`src/rtl/lenia_growth_update.sv`:
```
// Lenia growth/update stage: maps potential U and cell A to A' through a
// 3-stage pipeline, with frame bookkeeping (out_last, frame_done, population).
module lenia_growth_update #(
    parameter int          SIZE      = 32,
    parameter int          FRAC      = 16,
    parameter logic [31:0] MU        = 32'h0000_4000,
    parameter logic [31:0] SIGMA_INV = 32'h0004_0000,
    parameter int          DT_SHIFT  = 3
) (
    input  logic        clk,
    input  logic        reset,
    input  logic        in_valid,
    output logic        in_ready,
    input  logic [31:0] in_potential,
    input  logic [31:0] in_cell,
    output logic        out_valid,
    input  logic        out_ready,
    output logic [31:0] out_cell,
    output logic        out_last,
    output logic        frame_done,
    output logic [31:0] population
);

    localparam logic [33:0] ONE    = 34'd1 << FRAC;
    localparam logic [33:0] TWO    = ONE << 1;
    localparam int          NCELLS = SIZE * SIZE;
    localparam int          CW     = (NCELLS > 1) ? $clog2(NCELLS) : 1;
    localparam logic [CW-1:0] LAST_IDX = CW'(NCELLS - 1);

    logic               v1_q, v2_q, v3_q;
    logic [31:0]        d1_q, a1_q, a2_q, out_cell_q;
    logic signed [33:0] g2_q;
    logic [CW-1:0]      cnt_q;
    logic [31:0]        run_q, pop_q;
    logic               done_q;

    logic               enable, xfer, last, nz;
    logic [31:0]        d1_d, a1_d, cell_d;
    logic [63:0]        prod, shifted;
    logic [33:0]        t2;
    logic signed [33:0] g2_d;
    logic signed [35:0] gs, sum;

    assign enable = !v3_q || out_ready;
    assign xfer   = v3_q && out_ready;
    assign last   = v3_q && (cnt_q == LAST_IDX);
    assign nz     = (out_cell_q != 32'd0);

    // S1: distance from the growth centre; cell pre-clamped to ONE
    always_comb begin
        d1_d = (in_potential >= MU) ? (in_potential - MU) : (MU - in_potential);
        a1_d = (in_cell > ONE[31:0]) ? ONE[31:0] : in_cell;
    end

    // S2: triangular growth g = ONE - min(d*sigma_inv, 2*ONE)
    always_comb begin
        prod    = 64'(d1_q) * 64'(SIGMA_INV);
        shifted = prod >> FRAC;
        t2      = (shifted > 64'(TWO)) ? TWO : shifted[33:0];
        g2_d    = $signed(ONE - t2);
    end

    // S3: Euler step with saturation to [0, ONE]
    always_comb begin
        gs  = $signed({{2{g2_q[33]}}, g2_q}) >>> DT_SHIFT;
        sum = $signed({4'b0000, a2_q}) + gs;
        if (sum < 36'sd0) begin
            cell_d = 32'd0;
        end else if (sum > $signed({2'b00, ONE})) begin
            cell_d = ONE[31:0];
        end else begin
            cell_d = sum[31:0];
        end
    end

    always_ff @(posedge clk) begin
        if (reset) begin
            v1_q       <= 1'b0;
            v2_q       <= 1'b0;
            v3_q       <= 1'b0;
            d1_q       <= '0;
            a1_q       <= '0;
            a2_q       <= '0;
            g2_q       <= '0;
            out_cell_q <= '0;
            cnt_q      <= '0;
            run_q      <= '0;
            pop_q      <= '0;
            done_q     <= 1'b0;
        end else begin
            if (enable) begin
                v1_q       <= in_valid;
                v2_q       <= v1_q;
                v3_q       <= v2_q;
                d1_q       <= d1_d;
                a1_q       <= a1_d;
                a2_q       <= a1_q;
                g2_q       <= g2_d;
                out_cell_q <= cell_d;
            end
            done_q <= xfer && last;
            if (xfer) begin
                if (last) begin
                    cnt_q <= '0;
                    pop_q <= run_q + 32'(nz);
                    run_q <= '0;
                end else begin
                    cnt_q <= cnt_q + CW'(1);
                    run_q <= run_q + 32'(nz);
                end
            end
        end
    end

    assign in_ready   = enable;
    assign out_valid  = v3_q;
    assign out_cell   = out_cell_q;
    assign out_last   = last;
    assign frame_done = done_q;
    assign population = pop_q;

endmodule

```
`config.mk`:
```
export PLATFORM = sky130hd
export DESIGN_NAME = lenia_growth_update
export DESIGN_NICKNAME = d
export VERILOG_FILES = /design/src/rtl/lenia_growth_update.sv
export SDC_FILE = /design/constraint.sdc
export NUM_CORES = 1
export LEC_CHECK = 0
export CAP_MARGIN = 10
export CORE_MARGIN = 1.5
export CORE_UTILIZATION = 40
export DETAILED_ROUTE_END_ITERATION = 16
export RECOVER_POWER = 100
export SYNTH_ARGS = -nofsm -noshare
export SYNTH_HDL_FRONTEND = slang
export SYNTH_SLANG_ARGS = --single-unit
export TNS_END_PERCENT = 1
```
`constraint.sdc`:
```
create_clock -name clk -period 6.4 [get_ports clk]
set_input_delay 1.28 -clock clk [delete_from_list [all_inputs] [get_ports clk]]
set_output_delay 1.28 -clock clk [all_outputs]
set_load 0.05 [all_outputs]
```
==> results by group, run 1 <==
Run status
  – Outcome: finished, violations left
  – Failing checks: max-capacitance violations, max-slew violations

Worst setup path
  – Crit-path max cell delay: 2.12 ns
  – CP Buf/Inv Count: 2
  – CP Max Fanout: 66
  – Delay-heaviest family, CP: buffers and inverters
  – CP Capture Type: flop
  – CP Launch Type: input port
  – WP depth: 6
  – Worst EP required: 6.81 ns
  – R2R depth: 5
  – Worst EP arrival: 5.27 ns
  – Critical-path top delay cell: clkbuf_1
  – CP Cell Sequence: dlygate4sd3_1 > nor2b_4 > clkbuf_1 > nor3_1 > nand2_2 > o21ai_0
  – Crit path kind: in -> reg

Placement
  – Place WS: 1.84 ns
  – Gpl congestion: 0.860
  – DP Area: 13,800 sq um
  – DP Wirelength: 22,300 microns
  – Buffers on Ports: 135

Yosys
  – Post-synthesis register bit count: 237
  – Share of flip-flops with an asynchronous set or reset: 0
  – Post-Syn Area: 12,300 sq um
  – Number of synthesized flops with an enable pin: 0
  – Synthesized Nets: 1,633
  – Synth area leader: dfxtp_1
  – Mean Syn Cell Area: 8.04 sq um
  – Synthesized netlist cell count: 1,523
  – Top cell type's share of synthesized area: 0.387
  – Prevailing post-synth register cell: dfxtp_1
  – Synth area leaders: dfxtp_1 39%, nand2_1 6.8%, a21oi_1 6.4%, nor2_1 4.5%, ha_1 4.2%
  – YS warnings: 0
  – Sequential area share after synthesis: 0.387
  – Netlist cell types: 78

Detailed routing
  – Antenna viol nets, final: 0
  – First-pass DRT Iterations: 5
  – WL final: 31,400 microns
  – Drt via density: 5.44
  – Detailed Route Iter0 Violations: 606
  – DRC: 0
  – Vias after detailed routing: 10.9k
  – WL/cell: 15.6 microns

Hold path
  – Worst min path class: reg -> reg
  – Cell count of the worst hold path: 2

Finish
  – Synth-to-layout area growth: 19.5%
  – Register area: 4740 sq um
  – Multi-input logic area: 7000 sq um
  – Nets: 1,712
  – Most frequent cells in the layout: 237 x dfxtp_1, 221 x nand2_1, 156 x a21oi_1
  – Antenna cell count: 0
  – # fillers: 2,967
  – Finished Cell Area: 14,600 sq um
  – Commonest non-fill, non-tap cell in the layout: dfxtp_1
  – Share of cells above drive strength 1: 0.0530

Die
  – Core Box Area: 29,900 sq um
  – Die Area: 31,700 sq um
  – Die width: 178 microns
  – Row cnt: 63
  – Die H: 178 microns
  – Initial Util: 0.410
  – IO Pins: 136

STA
  – Endpoints failing setup: 0
  – Final hold vios: 0
  – Min Clock Period, post-route: 4.87 ns
  – Slew margin rel.: -1.50
  – Setup_tns: 0 ns
  – Post-route clock period utilization: 0.760
  – Setup ws final: 1.53 ns
  – Hold slack: 0.449 ns
  – RSZ-0062 raised after global routing: no
  – Worst Tran Pin Value: 3.76 ns
  – Pins over their slew limit: 207
  – Fmax: 206 MHz
  – Final Skew: 0.00765 ns

Global route
  – Largest net degree at the start of global routing: 97
  – Tot GR Track Use: 0.196
  – Number of global-route vias before repair: 10.0k
  – Gr ovfl total: 0
  – Antenna violations before repair: 0
  – First-pass GRT wire length: 51,200 microns

CTS
  – H-tree Lvls: 1
  – Clock Path Buffers: 3
  – CTS tree: yes
  – Root Buffer: clkbuf_16
  – Hold buffers post-CTS: 0
  – Num CTS Buffers: 27
  – Clk_lat worst skew: 0.55 ns
  – CTS Sinks: 237
  – Post CTS Setup Buffer Count: 0
  – Resized Gates After CTS: 0
  – Clock slew at the register clock pins of the worst setup and hold paths: 0.06 ns

Power
  – Maximum vdd ir drop: 0.205 mV
  – Lkg Pwr: 0.00547 uW
  – Total power: 3290 uW
  – P per Cell Area: 225 nW/um^2

Run
  – Max Cap Viol: 3
## worst reg2reg max path, stage by stage (launching register included)
cell and delay [ns]:
dfxtp_1 0.40, nor2b_4 0.57, clkbuf_1 2.14, nor3_1 0.23, nand2_2 0.37, o21ai_0 0.13
## stage by stage
step / util / std cells
after floorplan: - / 1523
after global placement: 0.462 / 1963
after detailed placement: 0.462 / 1963
after CTS: 0.492 / 2012
after global routing: 0.490 / 2012
final: 0.490 / 2012
## per-layer routing
metal | vias up | routed length (microns) | track usage
met5 | - | 0 | 0
met1 | 5095 | 15400 | 0.277
met2 | 212 | 14200 | 0.318
li1 | 5596 | - | -
met3 | 35 | 1300 | 0.0226
met4 | 0 | 497 | 0.0438
## cell type report
cell class | count | share of cell area
well taps | 390 | 0.0333
clock buffers | 38 | 0.0531
multi-input cells | 1165 | 0.478
clock inverters | 11 | 0.00837
inverters | 27 | 0.00701
flip-flops and latches | 237 | 0.324
repair buffers | 144 | 0.0960
## logic make-up after synthesis
logic type | count (synthesis) | share of synthesized area
fa+ha+maj | 42 | 0.0435
simple gates | 612 | 0.240
flops | 237 | 0.387
buf+inv | 121 | 0.0395
compound gates | 410 | 0.216
xor+xnor | 93 | 0.0665
mux | 8 | 0.00654
## worst paths after layout
kind                                        startpoint                       end  slack [ns]
worst min-delay path             a1_q[24]$_SDFFE_PP0P_     a2_q[24]$_SDFFE_PP0P_        0.45
worst min register to register   a1_q[24]$_SDFFE_PP0P_     a2_q[24]$_SDFFE_PP0P_        0.45
worst max-delay path                         out_ready  out_cell[7]$_SDFFE_PP0P_        1.53
worst max register to register  out_valid$_SDFFE_PP0P_  out_cell[7]$_SDFFE_PP0P_        2.41
## flip-flops by register name, summed over array words and instances (netlist names), 10 cells and up
| register | count |
|---|---|
| d1_q | 32 |
| g2_q | 31 |
| run_q | 32 |
| cnt_q | 10 |
| a2_q | 32 |
| a1_q | 32 |
| out_cell | 32 |
| population | 32 |
## power by group
group,total (uW),switching [uW],internal [uW]
Clock,1550,623,927
Sequential,1520,18.8,1500
Combinational,221,126,94.5
Total,3290,768,2520
## synthesized netlist by cell type, drive strengths merged, types with 28 or more instances
master and count:
xnor2 58, and2 35, nand3 28, xor2 35, clkbuf 80, nor3 34
nand2 222, nand4 28, nor2 146, dfxtp 237, nor4 36, o21ai 75
a21oi 158, a211oi 49, ha 41
(Power assumes the default switching activity.)
==> run 2, diff against run 1 <==
Clock period 6.4 ns to 4.1 ns, I/O delays scaled along.
==> run 2 against run 1 <==
The flow still finishes with violations (max-capacitance violations, max-slew violations). Hold slack improved by 0.00055 ns. Flip-flop and latch count unchanged. Final cell count increased by 0.89%. Sequential share of layout area decreased by 0.27 points. Clock skew increased by 0.0016 ns. Critical path depth increased by 5. Combinational power increased by 57%. Critical endpoint is now d1_q[26]$_SDFFE_PP0P_.
==> results by group, run 2 (synthesis results as in run 1) <==
Hold path
  – Cell count of the worst hold path: 2
  – Worst min path class: reg -> reg
  – HP Start: a1_q[24]$_SDFFE_PP0P_

Worst setup path
  – R2R depth: 15
  – Worst EP required: 4.57 ns
  – CP Capture Type: flop
  – Crit path launch: in_potential[6]
  – CP Max Fanout: 11
  – Worst EP arrival: 4.21 ns
  – CP Launch Type: input port
  – Crit path kind: in -> reg
  – Reg-to-reg startpoint: out_cell[2]$_SDFFE_PP0P_

CTS
  – Clock Path Buffers: 3
  – Root Buffer: clkbuf_16
  – H-tree Lvls: 1
  – Post CTS Setup Buffer Count: 0
  – Num CTS Buffers: 28
  – Hold buffers post-CTS: 0
  – CTS tree: yes
  – Clk_lat worst skew: 0.54 ns
  – CTS Sinks: 237
  – Resized Gates After CTS: 0
  – Clock slew at the register clock pins of the worst setup and hold paths: 0.06 ns

Run
  – Max Cap Viol: 2

Detailed routing
  – Vias after detailed routing: 11.0k
  – Drt via density: 5.40
  – WL/cell: 15.5 microns
  – DRC: 0
  – Antenna viol nets, final: 0
  – Detailed Route Iter0 Violations: 673
  – WL final: 31,500 microns
  – First-pass DRT Iterations: 5

Die
  – Core Box Area: 29,900 sq um
  – Die width: 178 microns
  – Initial Util: 0.410
  – Die Area: 31,700 sq um
  – Die H: 178 microns
  – Row cnt: 63
  – IO Pins: 136

Power
  – Internal Dissipation: 4060 uW
  – Sw Pwr: 1210 uW
  – Clock Power Share: 0.485
  – P per Cell Area: 357 nW/um^2
  – Maximum vdd ir drop: 0.282 mV
  – Fraction of power consumed by sequential logic: 0.449
  – Lkg Pwr: 0.00552 uW
  – Combinational share of power: 0.066
  – Sw frac: 0.230

Placement
  – Place WS: 0.225 ns
  – Buffers on Ports: 135
  – Gpl congestion: 0.883
  – DP Wirelength: 22,900 microns

Finish
  – Most frequent cells in the layout: 237 x dfxtp_1, 221 x nand2_1, 156 x a21oi_1
  – Nets: 1,729
  – Commonest non-fill, non-tap cell in the layout: dfxtp_1
  – # fillers: 2,990
  – Synth-to-layout area growth: 20.5%
  – Share of cells above drive strength 1: 0.0567
  – Antenna cell count: 0
  – Register area: 4740 sq um
  – Multi-input logic area: 6970 sq um

Run status
  – Outcome: finished, violations left
  – Failing checks: max-capacitance violations, max-slew violations

Global route
  – Number of global-route vias before repair: 10.2k
  – Largest net degree at the start of global routing: 81
  – Tot GR Track Use: 0.199
  – Antenna violations before repair: 0
  – Gr ovfl total: 0
  – First-pass GRT wire length: 52,100 microns

STA
  – Setup_tns: 0 ns
  – Fmax: 267 MHz
  – Pins over their slew limit: 84
  – Worst Tran Pin Value: 2.17 ns
  – Setup ws final: 0.361 ns
  – Slew margin rel.: -0.446
  – Endpoints failing setup: 0
  – RSZ-0062 raised after global routing: no
  – Final hold vios: 0
  – Post-route clock period utilization: 0.912
  – Min Clock Period, post-route: 3.74 ns
  – Final Skew: 0.00924 ns
run 2: changes by cell type in the layout (fill, tap and decap cells not counted), moves of 4 or more:
cell        delta
clkbuf_8       +5
and2_0         +7
clkinv_2       -5
clkinvlp_4     +4
buf_4          +7
and2_1         -7
clkbuf_1       +6
run 2: worst paths after layout:
check,slack (ns),to
max,0.36,d1_q[26]$_SDFFE_PP0P_
min,0.45,a2_q[24]$_SDFFE_PP0P_
min reg2reg,0.45,a2_q[24]$_SDFFE_PP0P_
max reg2reg,0.47,run_q[30]$_SDFFE_PP0P_
run 2: layout make-up:
class                           count  share of cell area
Sequential cell                   237               0.321
Clock inverter                     10             0.00839
Clock buffer                       41              0.0582
Tap cell                          390              0.0330
Inverter                           27             0.00695
Multi-Input combinational cell   1165               0.472
Timing Repair Buffer              160               0.100
run 2: worst max-delay path, cell delays in order:
cell             delay (ns)
clkdlybuf4s50_1        0.45
or4_1                  0.59
or4_4                  0.47
nor4_4                 0.19
and3_1                 0.21
or2_0                  0.51
nand3_1                0.23
o31ai_1                0.31
xor2_1                 0.18
nand2_1                0.07
a21oi_1                0.17
run 2: per-layer routing:
| metal | track usage | vias to the layer above | routed length [microns] |
|---|---|---|---|
| met1 | 0.290 | 5083 | 15800 |
| met4 | 0.0396 | 0 | 421 |
| met2 | 0.315 | 211 | 13900 |
| met3 | 0.0234 | 32 | 1280 |
| li1 | - | 5628 | - |
| met5 | 0 | - | 0 |
run 2: per-stage QoR:
stage / power [uW] / instance area (sq um) / instances / util / hold WS [ns]
after floorplan: 2620 / 12300 / 1523 / - / 0.430
after global placement: 2770 / 13900 / 1979 / 0.466 / 0.438
after detailed placement: 2770 / 13900 / 1979 / 0.466 / 0.443
after CTS: 5350 / 14900 / 2030 / 0.498 / 0.452
after global routing: 5480 / 14800 / 2030 / 0.494 / 0.462
final: 5280 / 14800 / 2030 / 0.494 / 0.450
run 2: power groups by stage:
stage	registers (uW)	clock network, uW	logic, uW
final	2370	2560	346
after global routing	2370	2720	383
after CTS	2370	2630	351
after detailed placement	2420	0	350
after global placement	2420	0	348
after floorplan	2410	0	204
